File: src/rtl/ldpc_posterior_update_if.sv
// Row-level bus between the check-node unit side and the posterior update stage.
// LDPC_POSTERIOR_SAT_CNT_EN adds the o_sat_count clip counter output.
interface ldpc_posterior_update_if #(
  parameter int WIDTH = 8,
  parameter int LANES = 6
);
  logic [LANES*WIDTH-1:0] i_q_data;
  logic                   i_q_valid;
  logic [LANES*WIDTH-1:0] i_r_data;
  logic                   i_r_valid;
  logic [LANES*WIDTH-1:0] o_l_data;
  logic [LANES-1:0]       o_hard;
  logic                   o_valid;
  logic                   o_iter_done;
  logic                   o_checks_ok;
  logic                   o_overflow;
  logic                   o_underflow;
`ifdef LDPC_POSTERIOR_SAT_CNT_EN
  logic [15:0]            o_sat_count;

  modport master (
    output i_q_data, i_q_valid, i_r_data, i_r_valid,
    input  o_l_data, o_hard, o_valid, o_iter_done, o_checks_ok,
           o_overflow, o_underflow, o_sat_count
  );
  modport slave (
    input  i_q_data, i_q_valid, i_r_data, i_r_valid,
    output o_l_data, o_hard, o_valid, o_iter_done, o_checks_ok,
           o_overflow, o_underflow, o_sat_count
  );
`else
  modport master (
    output i_q_data, i_q_valid, i_r_data, i_r_valid,
    input  o_l_data, o_hard, o_valid, o_iter_done, o_checks_ok,
           o_overflow, o_underflow
  );
  modport slave (
    input  i_q_data, i_q_valid, i_r_data, i_r_valid,
    output o_l_data, o_hard, o_valid, o_iter_done, o_checks_ok,
           o_overflow, o_underflow
  );
`endif
endinterface

File: src/rtl/ldpc_posterior_update.sv
// Variable-node posterior update: Q delay FIFO, Q+R saturating add, hard decisions, parity.
// Optional clipped-lane counter enabled by LDPC_POSTERIOR_SAT_CNT_EN.
module ldpc_posterior_update #(
  parameter int WIDTH = 8,
  parameter int LANES = 6,
  parameter int DEPTH = 16,
  parameter int ROWS  = 12
) (
  input  logic                   i_clock,
  input  logic                   i_reset_n,
  input  logic                   i_flush,
  ldpc_posterior_update_if.slave bus
);
  localparam int AW = $clog2(DEPTH);
  localparam int RW = $clog2(ROWS);
  localparam int SW = WIDTH + 1;
  localparam logic [AW:0]           FULL     = (AW+1)'(DEPTH);
  localparam logic [RW-1:0]         LAST_ROW = RW'(ROWS - 1);
  localparam logic signed [SW-1:0]  SAT_HI   = SW'((1 << (WIDTH - 1)) - 1);
  localparam logic signed [SW-1:0]  SAT_LO   = -SAT_HI;
  localparam logic [WIDTH-1:0]      HI_W     = WIDTH'((1 << (WIDTH - 1)) - 1);
  localparam logic [WIDTH-1:0]      LO_W     = -HI_W;

  logic [LANES*WIDTH-1:0] mem [DEPTH];
  logic [AW-1:0]          wr_ptr, rd_ptr;
  logic [AW:0]            count;
  logic                   pop_ok, push_ok;
  logic [LANES*WIDTH-1:0] q_head;
  logic                   overflow, underflow;

  logic [LANES*SW-1:0]    sum_d, s1_sum;
  logic                   s1_valid;

  logic [LANES*WIDTH-1:0] sat_d, l_data;
  logic [LANES-1:0]       hard_d, hard;
  logic                   parity;
  logic signed [SW-1:0]   lane_sum;
  logic                   valid, iter_done, checks_ok, acc;
  logic [RW-1:0]          row;

  // A pop from an empty FIFO reads as zero; a full FIFO still accepts a push when popped.
  always_comb begin
    pop_ok  = bus.i_r_valid && (count != '0);
    push_ok = bus.i_q_valid && ((count != FULL) || pop_ok);
    q_head  = pop_ok ? mem[rd_ptr] : '0;
  end

  always_ff @(posedge i_clock) begin
    if (push_ok && !i_flush) mem[wr_ptr] <= bus.i_q_data;
  end

  always_ff @(posedge i_clock or negedge i_reset_n) begin
    if (!i_reset_n) begin
      wr_ptr    <= '0;
      rd_ptr    <= '0;
      count     <= '0;
      overflow  <= 1'b0;
      underflow <= 1'b0;
    end else if (i_flush) begin
      wr_ptr    <= '0;
      rd_ptr    <= '0;
      count     <= '0;
      overflow  <= 1'b0;
      underflow <= 1'b0;
    end else begin
      if (push_ok) wr_ptr <= wr_ptr + 1'b1;
      if (pop_ok)  rd_ptr <= rd_ptr + 1'b1;
      count <= count + {{AW{1'b0}}, push_ok} - {{AW{1'b0}}, pop_ok};
      if (bus.i_q_valid && !push_ok)    overflow  <= 1'b1;
      if (bus.i_r_valid && count == '0) underflow <= 1'b1;
    end
  end

  always_comb begin
    sum_d = '0;
    for (int k = 0; k < LANES; k++) begin
      sum_d[k*SW +: SW] = {q_head[k*WIDTH+WIDTH-1], q_head[k*WIDTH +: WIDTH]}
                        + {bus.i_r_data[k*WIDTH+WIDTH-1], bus.i_r_data[k*WIDTH +: WIDTH]};
    end
  end

  always_ff @(posedge i_clock or negedge i_reset_n) begin
    if (!i_reset_n) begin
      s1_sum   <= '0;
      s1_valid <= 1'b0;
    end else if (i_flush) begin
      s1_sum   <= '0;
      s1_valid <= 1'b0;
    end else begin
      s1_valid <= bus.i_r_valid;
      if (bus.i_r_valid) s1_sum <= sum_d;
    end
  end

  // Clamp symmetrically so the most negative code never leaves this stage.
  always_comb begin
    sat_d    = '0;
    hard_d   = '0;
    lane_sum = '0;
    for (int k = 0; k < LANES; k++) begin
      lane_sum = $signed(s1_sum[k*SW +: SW]);
      if (lane_sum > SAT_HI)      sat_d[k*WIDTH +: WIDTH] = HI_W;
      else if (lane_sum < SAT_LO) sat_d[k*WIDTH +: WIDTH] = LO_W;
      else                        sat_d[k*WIDTH +: WIDTH] = lane_sum[WIDTH-1:0];
      hard_d[k] = sat_d[k*WIDTH+WIDTH-1];
    end
    parity = ^hard_d;
  end

  always_ff @(posedge i_clock or negedge i_reset_n) begin
    if (!i_reset_n) begin
      l_data    <= '0;
      hard      <= '0;
      valid     <= 1'b0;
      iter_done <= 1'b0;
      checks_ok <= 1'b0;
      acc       <= 1'b1;
      row       <= '0;
    end else if (i_flush) begin
      l_data    <= '0;
      hard      <= '0;
      valid     <= 1'b0;
      iter_done <= 1'b0;
      checks_ok <= 1'b0;
      acc       <= 1'b1;
      row       <= '0;
    end else begin
      valid     <= s1_valid;
      iter_done <= s1_valid && (row == LAST_ROW);
      if (s1_valid) begin
        l_data <= sat_d;
        hard   <= hard_d;
        if (row == LAST_ROW) begin
          row       <= '0;
          checks_ok <= acc & ~parity;
          acc       <= 1'b1;
        end else begin
          row <= row + 1'b1;
          acc <= acc & ~parity;
        end
      end
    end
  end

`ifdef LDPC_POSTERIOR_SAT_CNT_EN
  logic [15:0] sat_count;
  logic [16:0] sat_sum;
  int          n_clip;

  always_comb begin
    n_clip = 0;
    for (int k = 0; k < LANES; k++) begin
      if ($signed(s1_sum[k*SW +: SW]) > SAT_HI || $signed(s1_sum[k*SW +: SW]) < SAT_LO)
        n_clip = n_clip + 1;
    end
    sat_sum = {1'b0, sat_count} + 17'(n_clip);
  end

  always_ff @(posedge i_clock or negedge i_reset_n) begin
    if (!i_reset_n)                  sat_count <= '0;
    else if (i_flush)                sat_count <= '0;
    else if (s1_valid) sat_count <= sat_sum[16] ? 16'hFFFF : sat_sum[15:0];
  end

  assign bus.o_sat_count = sat_count;
`endif

  assign bus.o_l_data    = l_data;
  assign bus.o_hard      = hard;
  assign bus.o_valid     = valid;
  assign bus.o_iter_done = iter_done;
  assign bus.o_checks_ok = checks_ok;
  assign bus.o_overflow  = overflow;
  assign bus.o_underflow = underflow;
endmodule

File: src/flat_wrapper.sv
// flat-port wrapper written by rule: the top's interface ports become plain ports
module ldpc_posterior_update_flat 
#(
  parameter int WIDTH = 8,
  parameter int LANES = 6,
  parameter int DEPTH = 16,
  parameter int ROWS  = 12
)
  (i_clock, i_reset_n, i_flush, bus_i_q_data, bus_i_q_valid, bus_i_r_data, bus_i_r_valid, bus_o_l_data, bus_o_hard, bus_o_valid, bus_o_iter_done, bus_o_checks_ok, bus_o_overflow, bus_o_underflow);
  ldpc_posterior_update_if #(.WIDTH(WIDTH), .LANES(LANES)) bus_i ();
  input  logic i_clock;
  input  logic i_reset_n;
  input  logic i_flush;
  input wire logic [$bits(bus_i.i_q_data)-1:0] bus_i_q_data;
  input wire logic [$bits(bus_i.i_q_valid)-1:0] bus_i_q_valid;
  input wire logic [$bits(bus_i.i_r_data)-1:0] bus_i_r_data;
  input wire logic [$bits(bus_i.i_r_valid)-1:0] bus_i_r_valid;
  output wire logic [$bits(bus_i.o_l_data)-1:0] bus_o_l_data;
  output wire logic [$bits(bus_i.o_hard)-1:0] bus_o_hard;
  output wire logic [$bits(bus_i.o_valid)-1:0] bus_o_valid;
  output wire logic [$bits(bus_i.o_iter_done)-1:0] bus_o_iter_done;
  output wire logic [$bits(bus_i.o_checks_ok)-1:0] bus_o_checks_ok;
  output wire logic [$bits(bus_i.o_overflow)-1:0] bus_o_overflow;
  output wire logic [$bits(bus_i.o_underflow)-1:0] bus_o_underflow;
  assign bus_i.i_q_data = bus_i_q_data;
  assign bus_i.i_q_valid = bus_i_q_valid;
  assign bus_i.i_r_data = bus_i_r_data;
  assign bus_i.i_r_valid = bus_i_r_valid;
  assign bus_o_l_data = bus_i.o_l_data;
  assign bus_o_hard = bus_i.o_hard;
  assign bus_o_valid = bus_i.o_valid;
  assign bus_o_iter_done = bus_i.o_iter_done;
  assign bus_o_checks_ok = bus_i.o_checks_ok;
  assign bus_o_overflow = bus_i.o_overflow;
  assign bus_o_underflow = bus_i.o_underflow;
  ldpc_posterior_update #(.WIDTH(WIDTH), .LANES(LANES), .DEPTH(DEPTH), .ROWS(ROWS)) u_core (.i_clock(i_clock), .i_reset_n(i_reset_n), .i_flush(i_flush), .bus(bus_i));
endmodule
File: config.mk
export PLATFORM = sky130hd
export DESIGN_NAME = ldpc_posterior_update_flat
export DESIGN_NICKNAME = d
export VERILOG_FILES = /design/src/rtl/ldpc_posterior_update_if.sv /design/src/rtl/ldpc_posterior_update.sv /design/src/flat_wrapper.sv
export SDC_FILE = /design/constraint.sdc
export NUM_CORES = 1
export LEC_CHECK = 0
export CORE_AREA = 2 2 190 378
export CTS_BUF_LIST = sky130_fd_sc_hd__clkbuf_2
export CTS_CLUSTER_DIAMETER = 100
export DETAILED_ROUTE_END_ITERATION = 12
export DIE_AREA = 0 0 192 380
export PLACE_DENSITY = 0.7
export REMOVE_ABC_BUFFERS = 1
export SYNTH_ARGS = -nofsm -noshare
export SYNTH_HDL_FRONTEND = slang
export SYNTH_SLANG_ARGS = --single-unit
File: constraint.sdc
create_clock -name i_clock -period 8.2 [get_ports i_clock]
set_input_delay 1.64 -clock i_clock [delete_from_list [all_inputs] [get_ports i_clock]]
set_output_delay 1.64 -clock i_clock [all_outputs]
set_load 0.02 [all_outputs]
==> results.toml, run 1 <==
[run_status]
outcome = "completed"

[floorplan]
fp-row-count = 137
io_pins = 160
design.core.area_um2 = 69940
die_x_um = 192
initial_core_util_pct = 52.46
dieArea_um2 = 72960
die_h_um = 380

[yosys]
synth-seq-cells = 894
synth-compound-area-share_pct = 4.229
muxShareOfSynthArea_pct = 15.30
synthFlopType = "edfxtp_1"
ys_warn_count = 0
synthAdderAreaFrac_pct = 2.428
synth_top_family_by_area = "multiplexers"
synth-simple-area-share_pct = 3.990
synth_cell_types = 58
synth_edf_count = 768
avgSynthCellArea_um2 = 18.49
ys_seq_area_share_pct = 71.45
yosys.area.top_type_share_pct = 62.86
synth_area_um2 = 36690
async_reset_ff_share_pct = 14.09
synth_top_area_cell = "edfxtp_1"
synth_xor_area_share_pct = 0.6923
netlist_instances = 1984
synth_area_leaders = "edfxtp_1 (63%), mux4_2 (12%), dfrtp_1 (8.5%), mux2i_1 (3.5%), ha_1 (2.0%)"

[place]
port_buffers = 159
dp.final_hpwl_mm = 51.84
dpl-instance-area_um2 = 39260
gp_congestion = 0.8621
pre_cts_ws_ns = 3.138

[sta]
clock_skew_ns = 0.09374
worstMarginPinSlew_ns = 1.210
fmax_mhz = 219.0
slew_headroom_pct = 17.26
period_share_pct = 55.70
hold_violations = 0
finalCriticalPeriod_ns = 4.567
slew_violations = 0
rsz0062_at_grt = "no"
fin_ws_ns = 3.633
setup_viol = 0
whs_ns = 0.3069

[min_path]
min_path_type = "in2async"

[flow_run]
cap_violations = 0

[worst_setup_path]
startpoint_type = "flop"
crit_buf_inv = 1
required_ns = 9.38
worstSetupPathType = "reg2reg"
cp_slowest_cell = "dfrtp_4"
worstPathMaxFanout = 40
slowest_delay_ns = 0.96
cp-end-kind = "flop"
path_delay_family = "flip-flops"
worstPathCellList = "buf_4, mux4_2, mux2i_1, o22ai_1, ha_1, fa_1, a211oi_1, nor2_1, o21a_1, or3_1, a32o_1"
arrival_ns = 5.75

[drt]
wl_mm = 89.01
avgRoutedWirePerCell_um = 26.92
num_vias = 20000
drtIter0Drc = 1671
drtPass1Iterations = 5
viasPerCell = 6.050
drtAntennaViolNets = 0
drc = 0

[pwr]
share_seq_of_total_power_pct = 51.1
powerDensity_nw_per_um2 = 252.7
power_frac_comb_pct = 23.6
power.internal_mw = 7.250
clkPwrFrac_pct = 25.3
ir_drop_v = 0.0001983
switchingPower_mw = 3.086
leakage_nw = 13.79
p_sw_share_pct = 29.86

[global_routing]
grt_overflow_total = 0
grt.total_usage_pct = 25.11
grt_max_degree = 92
antenna_found_initial = 4
grt_pass1_vias = 20860
grt_pass1_wl_mm = 131.3

[layout]
mostFrequentLayoutCells = "edfxtp_1 (768), clkbuf_2 (271), mux4_2 (192)"
nNetsFinal = 2434
final_common_cell = "edfxtp_1"
drive_above_1_share_pct = 23.49
fin_area_um2 = 40910
area_growth_pct = 11.49

[cts]
cts_buffers = 181
clk_pin_slew_worst_paths_ns = 0.11
ctsResizeCount = 0
cts.sinks = 894
htreeDepth = 4
clock_latency_ns = 1.33
cts.hold.buffers_added = 0
cts_tree = "yes"
clock-root-buffer = "clkbuf_2"
clockBufferDepth = 3
post-cts-setup-buffer-count = 0
Yosys cell counts (5+ instances only):
cell         n
edfxtp_1   768
nor3b_1      6
buf_1        6
nor3_1      31
o21a_1       6
nand3_1     13
nor4_1       6
or4_1        6
a21o_1      14
dfrtp_1    125
xor2_1       6
xnor2_1     23
a21oi_1     18
inv_1       23
o41ai_2      6
mux4_2     192
nor2_1     145
a31oi_1      7
buf_4       11
o21ai_0     65
fa_1         7
buf_2       39
ha_1        60
mux2i_1    129
a32o_1       9
nor2b_1     10
or2_2        5
buf_6       19
clkbuf_1    24
nand2_1     68
a211oi_1    30
a2111o_1     5
a2111oi_0    6
o22ai_1     47
nand2b_1    13
power by group through the flow:
stage	clock network (mW)	logic (mW)	registers [mW]
final	2.62	2.43	5.28
after global routing	2.88	2.65	5.31
after CTS	2.70	2.46	5.29
after detailed placement	0	2.46	5.39
after global placement	0	2.40	5.38
after floorplan	0	1.85	5.53
area by class of cell:
type                       instances  area [µm²]
multi-input combinational        966        9887
antenna                            2       5.005
inverter                          25       93.84
clock buffer                     271        1356
clock inverter                    47       290.3
sequential                       894       26230
fill                            5368       29030
tap                              903        1130
timing repair buffer             198        1916
metrics by stage:
step	cells	util, %	total power [mW]	setup TNS [ns]
finish	3306	58.49	10.34	0
global route	3306	58.49	10.84	0
CTS	3304	58.48	10.45	0
detailed placement	2986	56.13	7.844	0
global placement	2986	56.13	7.782	0
floorplan	1885	-	7.383	-73.58
registers in the layout, indices dropped and copies added (netlist names):
register / cells
u_core.acc: 1
u_core.bus.o_checks_ok: 1
u_core.bus.o_hard: 6
u_core.bus.o_iter_done: 1
u_core.bus.o_l_data: 42
u_core.bus.o_overflow: 1
u_core.bus.o_underflow: 1
u_core.bus.o_valid: 1
u_core.count: 5
u_core.mem: 768
u_core.rd_ptr: 4
u_core.row: 4
u_core.s1_sum: 54
u_core.s1_valid: 1
u_core.wr_ptr: 4
metal layers:
metal / share of wire (%) / vias up / GRT usage (%)
met1: 37 / 10310 / 30.87
met2: 53 / 848 / 43.31
met4: 3.8 / 6 / 10.26
met3: 6.6 / 192 / 4.990
li1: - / 8647 / -
met5: 0.052 / - / 0
kinds of logic (layout without fill, tap and decap cells):
kind of cell / Yosys count / in the layout
other cells: 0 / 2
simple gates: 321 / 321
fa+ha+maj: 67 / 67
compound gates: 228 / 228
mux: 321 / 321
buf+inv: 124 / 541
flops: 894 / 894
xor+xnor: 29 / 29
worst register-to-register path, cell delays in order, from the launching register on:
cell      delay, ns
dfrtp_4        0.96
buf_4          0.59
mux4_2         0.59
mux2i_1        0.24
o22ai_1        0.20
ha_1           0.30
fa_1           0.46
a211oi_1       0.26
nor2_1         0.11
o21a_1         0.18
or3_1          0.31
a32o_1         0.26
worst paths after layout:
kind	from	endpoint	slack, ns	cells after the start
min in group i_clock	u_core.bus.o_l_data[34]	u_core.bus.o_l_data[34]	0.49	2
min reg2reg	u_core.bus.o_l_data[34]	u_core.bus.o_l_data[34]	0.49	2
max in group asynchronous	i_reset_n	u_core.rd_ptr[0]	6.49	2
max	u_core.rd_ptr[0]	u_core.s1_sum[24]	3.63	11
min	i_reset_n	u_core.s1_sum[47]	0.31	1
max reg2reg	u_core.rd_ptr[0]	u_core.s1_sum[24]	3.63	11
Power figures use the tool's default switching activity.
==> run 2, diff against run 1 <==
Settings changed: PLACE_DENSITY 0.7 to 0.73.
Clock period 8.2 ns to 4.1 ns, I/O delays scaled along.
==> results.toml, run 2 (same netlist as run 1, synthesis figures left out) <==
[run_status]
outcome = "completed"

[drt]
drtPass1Iterations = 5
drc = 0
drtAntennaViolNets = 0
drtIter0Drc = 1879
avgRoutedWirePerCell_um = 26.93
wl_mm = 89.98
viasPerCell = 6.144
num_vias = 20530

[worst_setup_path]
cp-end-kind = "flop"
arrival_ns = 4.96
slowest_delay_ns = 0.47
worstPathCellList = "inv_1, ha_1, or3b_4, o21a_1, nand2_2, buf_12, o22ai_1, ha_1, fa_1, a211oi_1, nor2_1, o21a_1, or3_1, a32o_1"
startpoint_type = "flop"
worstPathMaxFanout = 35
required_ns = 5.22
worstSetupPathType = "reg2reg"
cp_slowest_cell = "fa_1"

[flow_run]
cap_violations = 0

[global_routing]
grt_max_degree = 97
use_met3_pct = 4.778
grt.total_usage_pct = 25.27
grtUsageMet1_pct = 32.05
grtUsageMet2_pct = 42.77
grt_pass1_wl_mm = 133.3
grt_pass1_vias = 21300
grt-busiest-layer = "met2"
antenna_found_initial = 5
grt_overflow_total = 0

[cts]
cts_tree = "yes"
htreeDepth = 4
clk_pin_slew_worst_paths_ns = 0.13
clockBufferDepth = 3
clock-root-buffer = "clkbuf_2"
clock_latency_ns = 1.27
cts_buffers = 178
cts.sinks = 894

[layout]
regMostFlops = "u_core.mem"
final_common_cell = "edfxtp_1"
largest_reg_flops = 768
area_growth_pct = 13.22
drive_above_1_share_pct = 24.01
fin_area_um2 = 41540
nNetsFinal = 2473
mostFrequentLayoutCells = "edfxtp_1 (768), clkbuf_2 (249), mux4_2 (192)"

[pwr]
share_seq_of_total_power_pct = 50.3
powerDensity_nw_per_um2 = 500.4
clkPwrFrac_pct = 24.3
power_frac_comb_pct = 25.4
leakage_nw = 14.01
switchingPower_mw = 6.247
power.internal_mw = 14.54
p_sw_share_pct = 30.05
ir_drop_v = 0.0002891

[floorplan]
design.core.area_um2 = 69940
io_pins = 160
dieArea_um2 = 72960
die_x_um = 192
initial_core_util_pct = 52.46
fp-row-count = 137
die_h_um = 380

[sta]
hold_violations = 0
period_share_pct = 93.66
fmax_mhz = 260.4
slew_headroom_pct = 18.61
clock_skew_ns = 0.06070
fin_ws_ns = 0.2601
finalCriticalPeriod_ns = 3.840
rsz0062_at_grt = "no"
worstMarginPinSlew_ns = 1.190
setup_viol = 0
slew_violations = 0

[min_path]
min_path_type = "in2async"

[place]
port_buffers = 159
dp.final_hpwl_mm = 55.32
dpl-instance-area_um2 = 39930
gp_congestion = 0.8641
pre_cts_ws_ns = 0.1397
## run 2: changes by cell type in the layout (fill, tap and decap cells not counted), moves of 3 or more
cell        previous run  this run
clkinv_1              32        43
clkbuf_2             271       249
buf_4                 37        47
clkinvlp_4             0         3
buf_12                 3        33
## run 2: final cells by class
class	instances	area (µm²)
Antenna cell	3	7.507
Tap cell	903	1130
Fill cell	5127	28390
Inverter	25	93.84
Timing Repair Buffer	240	2611
Multi-Input combinational cell	966	9892
Sequential cell	894	26230
Clock inverter	62	334.1
Clock buffer	249	1246
## run 2: worst paths after layout
kind	start	to	slack, ns	depth (start not counted)
setup reg to reg	u_core.count[3]	u_core.s1_sum[15]	0.26	14
min in group i_clock	bus_i_r_valid	u_core.rd_ptr[3]	0.27	5
hold / removal	i_reset_n	u_core.s1_sum[3]	0.19	2
hold reg to reg	u_core.bus.o_l_data[43]	u_core.bus.o_l_data[43]	0.50	2
max in group asynchronous	i_reset_n	u_core.acc	2.95	3
setup / recovery	u_core.count[3]	u_core.s1_sum[15]	0.26	14
## run 2: power groups by stage
stage                     registers, mW  clock network, mW  logic (mW)
final                              10.5               5.06        5.27
after global routing               10.5               5.59        5.71
after CTS                          10.5               5.20        5.31
after detailed placement           10.7                  0        5.28
after global placement             10.6                  0        5.16
after floorplan                    10.9                  0        3.15
## run 2: critical path: cells and delay by family, from the launching register on
kind            cells  cell delay [ns]
fa+ha+maj           3             0.87
buf+inv             2             0.32
flops               1             0.40
compound gates      5             1.16
simple gates        4             0.95
## run 2: through the flow
| step | cells | power [mW] | utilization (%) | setup TNS (ns) | hold slack (ns) |
|---|---|---|---|---|---|
| 6_report | 3342 | 20.79 | 59.40 | 0 | 0.1921 |
| 3_3_place_gp | 3026 | 15.80 | 57.09 | 0 | 0.4637 |
| 3_5_place_dp | 3026 | 15.94 | 57.09 | 0 | 0.4737 |
| 5_1_grt | 3341 | 21.80 | 59.40 | 0 | 0.1656 |
| 2_1_floorplan | 1885 | 14.10 | - | -854.39 | 0.4916 |
| 4_1_cts | 3339 | 20.96 | 59.38 | 0 | 0.08259 |
## run 2: metal layers
metal / up-vias / wire length [µm]
li1: 8737 / -
met1: 10620 / 33150
met2: 967 / 46960
met3: 203 / 6790
met4: 6 / 3049
met5: - / 37
## run 2: timing repair
action / in CTS / in global routing
hold buffers: 2 / 0
endpoints found under the hold margin: 112 / 0
setup endpoints to repair: 0 / 1
buffers inserted: 0 / 0
gates resized for setup: 0 / 1
